File: src/rtl/rv32i_types.sv
// Shared RV32 type definitions used by the execute-stage units.
package rv32i_types;

  localparam int XLEN = 32;

  typedef enum logic [2:0] {
    F3_MUL    = 3'b000,
    F3_MULH   = 3'b001,
    F3_MULHSU = 3'b010,
    F3_MULHU  = 3'b011,
    F3_DIV    = 3'b100,
    F3_DIVU   = 3'b101,
    F3_REM    = 3'b110,
    F3_REMU   = 3'b111
  } muldiv_funct3_t;

  function automatic logic [XLEN-1:0] mag_of(input logic [XLEN-1:0] v, input logic sgn);
    return (sgn && v[XLEN-1]) ? -v : v;
  endfunction

endpackage

File: src/rtl/ex_muldiv_if.sv
// EX-stage handshake between the pipeline control and the RV32M unit.
interface ex_muldiv_if;
  import rv32i_types::*;

  logic           start;
  muldiv_funct3_t funct3;
  logic [31:0]    rs1_data;
  logic [31:0]    rs2_data;
  logic           flush;
  logic           stall;
  logic           done;
  logic [31:0]    result;

  modport master (
    output start, funct3, rs1_data, rs2_data, flush,
    input  stall, done, result
  );

  modport slave (
    input  start, funct3, rs1_data, rs2_data, flush,
    output stall, done, result
  );

endinterface

File: src/rtl/ex_muldiv.sv
// Iterative RV32M unit: 32-cycle shift-add multiply and restoring divide
// sharing one 64-bit accumulator, iteration counter and final negate.
module ex_muldiv
  import rv32i_types::*;
(
  input  logic        clk,
  input  logic        rst,
  ex_muldiv_if.slave  bus
);

  typedef enum logic [1:0] {IDLE, MUL, DIV, DONE} state_t;

  state_t         state;
  logic [5:0]     cnt;
  logic [63:0]    acc;
  logic [31:0]    opnd;
  logic           neg;
  muldiv_funct3_t op;
  logic [31:0]    result_q;
  logic           done_q;

  function automatic logic [63:0] negate(input logic [63:0] v, input logic en);
    return en ? -v : v;
  endfunction

  logic [2:0]  f3;
  logic [31:0] a, b, a_mag, b_mag, special_val;
  logic        a_signed, b_signed, neg_in, div_zero, ovf, special;
  logic [32:0] mul_sum;
  logic [33:0] div_diff;
  logic [63:0] step_acc, fin;
  logic [31:0] fin_result;

  // Operand conditioning for the instruction waiting in IDLE
  always_comb begin
    f3       = bus.funct3;
    a        = bus.rs1_data;
    b        = bus.rs2_data;
    a_signed = (f3 == F3_MULH) || (f3 == F3_MULHSU) || (f3 == F3_DIV) || (f3 == F3_REM);
    b_signed = (f3 == F3_MULH) || (f3 == F3_DIV) || (f3 == F3_REM);
    a_mag    = mag_of(a, a_signed);
    b_mag    = mag_of(b, b_signed);
    // Remainder takes the dividend's sign; everything else the product of signs
    neg_in   = (f3 == F3_REM) ? a[31] : ((a_signed & a[31]) ^ (b_signed & b[31]));
    div_zero = f3[2] && (b == 32'd0);
    ovf      = f3[2] && !f3[0] && (a == 32'h8000_0000) && (b == 32'hFFFF_FFFF);
    special  = div_zero || ovf;
    if (div_zero) special_val = f3[1] ? a : 32'hFFFF_FFFF;
    else          special_val = f3[1] ? 32'd0 : 32'h8000_0000;
  end

  // One iteration of the shared datapath plus the signed fix-up of its output
  always_comb begin
    mul_sum  = {1'b0, acc[63:32]} + (acc[0] ? {1'b0, opnd} : 33'd0);
    div_diff = {1'b0, acc[63:31]} - {2'b00, opnd};
    step_acc = acc;
    if (state == MUL)
      step_acc = {mul_sum, acc[31:1]};
    else if (state == DIV)
      step_acc = div_diff[33] ? {acc[62:0], 1'b0} : {div_diff[31:0], acc[30:0], 1'b1};
    if (state == MUL)
      fin = negate(step_acc, neg);
    else
      fin = negate({32'd0, op[1] ? step_acc[63:32] : step_acc[31:0]}, neg);
    fin_result = (state == MUL && op != F3_MUL) ? fin[63:32] : fin[31:0];
  end

  always_ff @(posedge clk or posedge rst) begin
    if (rst) begin
      state    <= IDLE;
      cnt      <= 6'd0;
      acc      <= 64'd0;
      opnd     <= 32'd0;
      neg      <= 1'b0;
      op       <= F3_MUL;
      result_q <= 32'd0;
      done_q   <= 1'b0;
    end else begin
      done_q <= 1'b0;
      if (bus.flush) begin
        state <= IDLE;
      end else begin
        case (state)
          IDLE: begin
            if (bus.start) begin
              op  <= bus.funct3;
              neg <= neg_in;
              cnt <= 6'd0;
              if (special) begin
                result_q <= special_val;
                done_q   <= 1'b1;
                state    <= DONE;
              end else if (f3[2]) begin
                acc   <= {32'd0, a_mag};
                opnd  <= b_mag;
                state <= DIV;
              end else begin
                acc   <= {32'd0, b_mag};
                opnd  <= a_mag;
                state <= MUL;
              end
            end
          end
          MUL, DIV: begin
            acc <= step_acc;
            cnt <= cnt + 6'd1;
            if (cnt == 6'd31) begin
              result_q <= fin_result;
              done_q   <= 1'b1;
              state    <= DONE;
            end
          end
          DONE:    state <= IDLE;
          default: state <= IDLE;
        endcase
      end
    end
  end

  assign bus.stall  = (state == IDLE && bus.start) || state == MUL || state == DIV;
  assign bus.done   = done_q;
  assign bus.result = result_q;

endmodule

File: src/flat_wrapper.sv
// flat-port wrapper written by rule: the top's interface ports become plain ports
module ex_muldiv_flat import rv32i_types::*;
  (clk, rst, bus_start, bus_funct3, bus_rs1_data, bus_rs2_data, bus_flush, bus_stall, bus_done, bus_result);
  ex_muldiv_if bus_i ();
  input  logic clk;
  input  logic rst;
  input wire logic [$bits(bus_i.start)-1:0] bus_start;
  input wire logic [$bits(bus_i.funct3)-1:0] bus_funct3;
  input wire logic [$bits(bus_i.rs1_data)-1:0] bus_rs1_data;
  input wire logic [$bits(bus_i.rs2_data)-1:0] bus_rs2_data;
  input wire logic [$bits(bus_i.flush)-1:0] bus_flush;
  output wire logic [$bits(bus_i.stall)-1:0] bus_stall;
  output wire logic [$bits(bus_i.done)-1:0] bus_done;
  output wire logic [$bits(bus_i.result)-1:0] bus_result;
  assign bus_i.start = bus_start;
  assign bus_i.funct3 = bus_funct3;
  assign bus_i.rs1_data = bus_rs1_data;
  assign bus_i.rs2_data = bus_rs2_data;
  assign bus_i.flush = bus_flush;
  assign bus_stall = bus_i.stall;
  assign bus_done = bus_i.done;
  assign bus_result = bus_i.result;
  ex_muldiv u_core (.clk(clk), .rst(rst), .bus(bus_i));
endmodule
File: config.mk
export PLATFORM = sky130hd
export DESIGN_NAME = ex_muldiv_flat
export DESIGN_NICKNAME = d
export VERILOG_FILES = /design/src/rtl/rv32i_types.sv /design/src/rtl/ex_muldiv_if.sv /design/src/rtl/ex_muldiv.sv /design/src/flat_wrapper.sv
export SDC_FILE = /design/constraint.sdc
export NUM_CORES = 1
export LEC_CHECK = 0
export BUFFER_PORTS_ARGS = -buffer_cell sky130_fd_sc_hd__buf_2
export CORE_UTILIZATION = 45
export CTS_CLUSTER_DIAMETER = 80
export DETAILED_ROUTE_END_ITERATION = 12
export PLACE_DENSITY_LB_ADDON = 0.12
export SLEW_MARGIN = 5
export SYNTH_ARGS = -nofsm -noshare
export SYNTH_HDL_FRONTEND = slang
export SYNTH_SLANG_ARGS = --single-unit
File: constraint.sdc
create_clock -name clk -period 6.3 [get_ports clk]
set_input_delay 1.575 -clock clk [delete_from_list [all_inputs] [get_ports clk]]
set_output_delay 1.575 -clock clk [all_outputs]
set_load 0.01 [all_outputs]
==> out/qor.yml <==
final_layout:
  area_growth_pct: 12.2
  final_common_cell: "nand2_1"
  multiInputGateArea_um2: 13400
  design_area_um2: 20000
  final_nets: 2713
  final_util_pct: 51.5
  final_cell_mix: "293 x nand2_1, 282 x o21ai_0, 220 x a21oi_1, 216 x nor2_1, 139 x dfrtp_1"
  drive_gt1_share_pct: 13.5
  regArea_um2: 3530
  fillCellCount: 3956
  fin_cells: 3096
worst_setup_path:
  crit_required_ns: 6.72
  criticalPathCategory: "reg -> reg"
  path_cells: "ha_1, a21oi_1, o211ai_2, a221o_1, o211a_2, nor3_1, o31a_1, ha_1, o211ai_1, nand4bb_1, or3_1, or3_1, nor4_1, a21oi_1, nor4_4, nand3_1, nor4_1, mux2i_1, o2111ai_1, a22oi_1"
  r2r_start: "u_core.acc[45]$_DFFE_PP0P_"
  critPathMaxFanout: 8
  slowest_delay_ns: 0.46
  critPathSlowestCell: "dfrtp_1"
  reg2regPathDepth: 20
  worst-r2r-setup-slack_ns: 0.22
  startpoint_type: "register"
  arrival_ns: 6.50
  reg2reg_to: "u_core.bus.result[30]$_DFFE_PP0P_"
  crit_path_end_kind: "register"
pwr:
  power_frac_seq_pct: 15.1
  power_frac_comb_pct: 74.8
  p_leak_nw: 8.33
  vdd_drop_max_mv: 0.286
  swShare_pct: 57.0
  total_power_w: 0.0119
  p_sw_w: 0.00679
  power_frac_clock_pct: 10.1
  p_int_w: 0.00512
  power-per-cell-area_nw_per_um2: 596
floorplan:
  initial_utilization_pct: 45.9
  die_w_um: 201
  io_pins: 105
  core_um2: 38800
  die_y_um: 201
  row_count: 72
  dieArea_um2: 40400
timing:
  setup_viol: 0
  setup_slack_ns: 0.220
  period_minus_slack_ns: 6.08
  layout_worst_path_cycle_share_pct: 96.5
  grt_setup_unrepaired: "true"
  tightestPinTransition_ns: 1.19
  hold_viol: 0
  slew_headroom_pct: 20.4
  skew_ns: 0.0179
  max_freq_mhz: 164
  maxSlewViolCount: 0
logic_synthesis:
  synth-simple-area-share_pct: 23.3
  ys_ff_latch: 141
  yosys-top-cells-area: "dfrtp_1 20%, o21ai_0 7.9%, a21oi_1 6.2%"
  ys.flop_type: "dfrtp_1"
  synth-adder-area-share_pct: 5.56
  synth_nets: 2642
  synth_edf_count: 0
  yosys.area_share.xor_xnor_pct: 8.16
  synth_mux_area_share_pct: 4.80
  netlist_area_um2: 17800
  synth_cell_types: 97
  synth_async_sr_flop_share_pct: 100
  synth_top_family_by_area: "compound AO/OA/AOI/OAI gates"
  synth_cells: 2493
  netlist.top_cell.by_area: "dfrtp_1"
  yosysTopAreaCellShare_pct: 19.8
  yosys_warnings: 0
  synth_compound_gate_area_share_pct: 33.0
  ys_seq_area_share_pct: 19.8
  syn_area_per_cell_um2: 7.15
cts:
  cts_tree: "done"
  postCtsHoldBufs: 0
  clk_latency_ns: 0.51
  numCtsBuffers: 17
  clkSinkCount: 141
  cts_max_level: 4
  clock_path_buffers: 2
  path_clk_slew_ns: 0.08
  root_buffer: "clkbuf_16"
routing:
  final_antenna_net_count: 0
  via_count: 20700
  drt_pass1_iterations: 6
  postRouteWirelength_mm: 85.4
  drcViolationCount: 0
  wl_per_cell_um: 27.6
  viasPerCell: 6.68
  first_iter_violations: 2754
hold_path:
  whs_path_depth: 2
  holdPathEnd: "u_core.bus.result[3]$_DFFE_PP0P_"
  min-delay-path-class: "reg -> reg"
  min_from: "u_core.bus.result[3]$_DFFE_PP0P_"
grt:
  grt_pass1_vias: 19000
  grt_pass1_wl_mm: 126
  grt_usage_pct: 41.9
  grt_overflow_total: 0
  grt_max_degree: 113
  antenna_found_initial: 6
place:
  gp_congestion: 1.08
  placed_cell_area_um2: 19300
  port_buffers: 104
  place_ws_ns: 0.161
  hpwl_mm: 66.6
  dp.cells: 3061
job:
  drv_cap: 0
run_status:
  outcome: "finished clean"
cells in the mapped netlist, types with 8 or more instances:
cell and n:
nand3_1 51, and2_1 50, a21o_1 32, a221oi_1 13
o211ai_1 33, a22o_1 22, inv_1 69, a21oi_1 222
o21ai_0 283, dfrtp_1 141, o41ai_1 11, o22ai_1 9
mux2_2 28, o31a_1 8, a21boi_0 10, nor4_1 24
or4_1 15, nor3b_1 10, mux2i_1 54, o221ai_1 9
a32oi_1 10, nor2b_1 12, o31ai_1 34, nor2_1 216
a31oi_1 33, and3_1 20, nand2b_1 31, clkbuf_1 138
a211oi_1 47, or2_2 17, nand4_1 30, o21a_1 14
buf_2 13, xor2_1 63, a41oi_1 9, ha_1 76
buf_1 18, nand2_1 294, nor3_1 48, xnor2_1 103
a311oi_1 8, or3_1 25
metrics by stage:
step / setup TNS, ns / hold slack [ns]
after CTS: 0 / 0.487
after global routing: -0.0999 / 0.524
after floorplan: 0 / 0.463
after detailed placement: 0 / 0.472
after global placement: 0 / 0.461
final: 0 / 0.482
kinds of logic (layout without fill, tap and decap cells):
kind of cell,Yosys count,in the layout
AOI/OAI and AO/OA,912,912
and+or+nand+nor,870,870
other,0,1
muxes,82,82
adders and majority gates,78,78
buffers and inverters,244,328
DFF,141,141
xor gates and xnor gates,166,166
layer usage:
| layer | wire length, µm | GRT usage [%] | up-vias |
|---|---|---|---|
| met5 | 53 | 0 | - |
| met4 | 4000 | 20.0 | 8 |
| met3 | 9590 | 10.9 | 207 |
| met2 | 35000 | 59.3 | 1193 |
| met1 | 36700 | 58.6 | 9931 |
| li1 | - | - | 9346 |
worst max-delay path by stage:
| stage | end | start | slack, ns | cells after the start |
|---|---|---|---|---|
| CTS | u_core.bus.result[31]$_DFFE_PP0P_ | u_core.acc[0]$_DFFE_PP0P_ | 0.15 | 20 |
| finish | u_core.bus.result[30]$_DFFE_PP0P_ | u_core.acc[45]$_DFFE_PP0P_ | 0.22 | 20 |
| global route | u_core.bus.result[30]$_DFFE_PP0P_ | u_core.acc[39]$_DFFE_PP0P_ | -0.04 | 20 |
| detailed placement | u_core.bus.result[31]$_DFFE_PP0P_ | u_core.acc[0]$_DFFE_PP0P_ | 0.16 | 20 |
| global placement | u_core.bus.result[31]$_DFFE_PP0P_ | u_core.acc[0]$_DFFE_PP0P_ | 0.22 | 20 |
| floorplan | u_core.bus.result[30]$_DFFE_PP0P_ | u_core.state[1]$_DFFE_PP0P_ | 0.74 | 24 |
layout make-up:
class | count | area share (%)
Clock inverter | 9 | 0.776
Timing Repair Buffer | 226 | 7.38
Sequential cell | 141 | 17.7
Tap cell | 518 | 3.24
Antenna cell | 1 | 0.0125
Inverter | 70 | 1.34
Clock buffer | 23 | 2.54
Multi-Input combinational cell | 2108 | 67.1
critical path: cells and delay by family, from the launching register on:
family	cells	cell delay (ns)
AO/OA/AOI/OAI	9	2.06
adder cells (fa/ha/maj)	2	0.64
flip-flops	1	0.46
multiplexers	1	0.25
AND/OR/NAND/NOR	8	2.58
timing repair:
action                     4_1_cts  5_1_grt
setup endpoints to repair        0        7
buffers inserted                 0        2
resized for setup                0        9
power groups by stage:
| stage | Sequential [W] | Combinational, W | Clock, W |
|---|---|---|---|
| after detailed placement | 0.00178 | 0.00853 | 0 |
| after global placement | 0.00176 | 0.00854 | 0 |
| after floorplan | 0.00157 | 0.00559 | 0 |
| after CTS | 0.00177 | 0.00857 | 0.00121 |
| after global routing | 0.00184 | 0.00946 | 0.00123 |
| final | 0.00180 | 0.00891 | 0.00120 |
registers in the layout, summed over array words and instances (netlist names):
signal	flops
u_core.neg	1
u_core.opnd	32
u_core.op	3
u_core.bus.done	1
u_core.cnt	6
u_core.state	2
u_core.acc	64
u_core.bus.result	32
No activity file was read; power rests on OpenSTA's default activity.
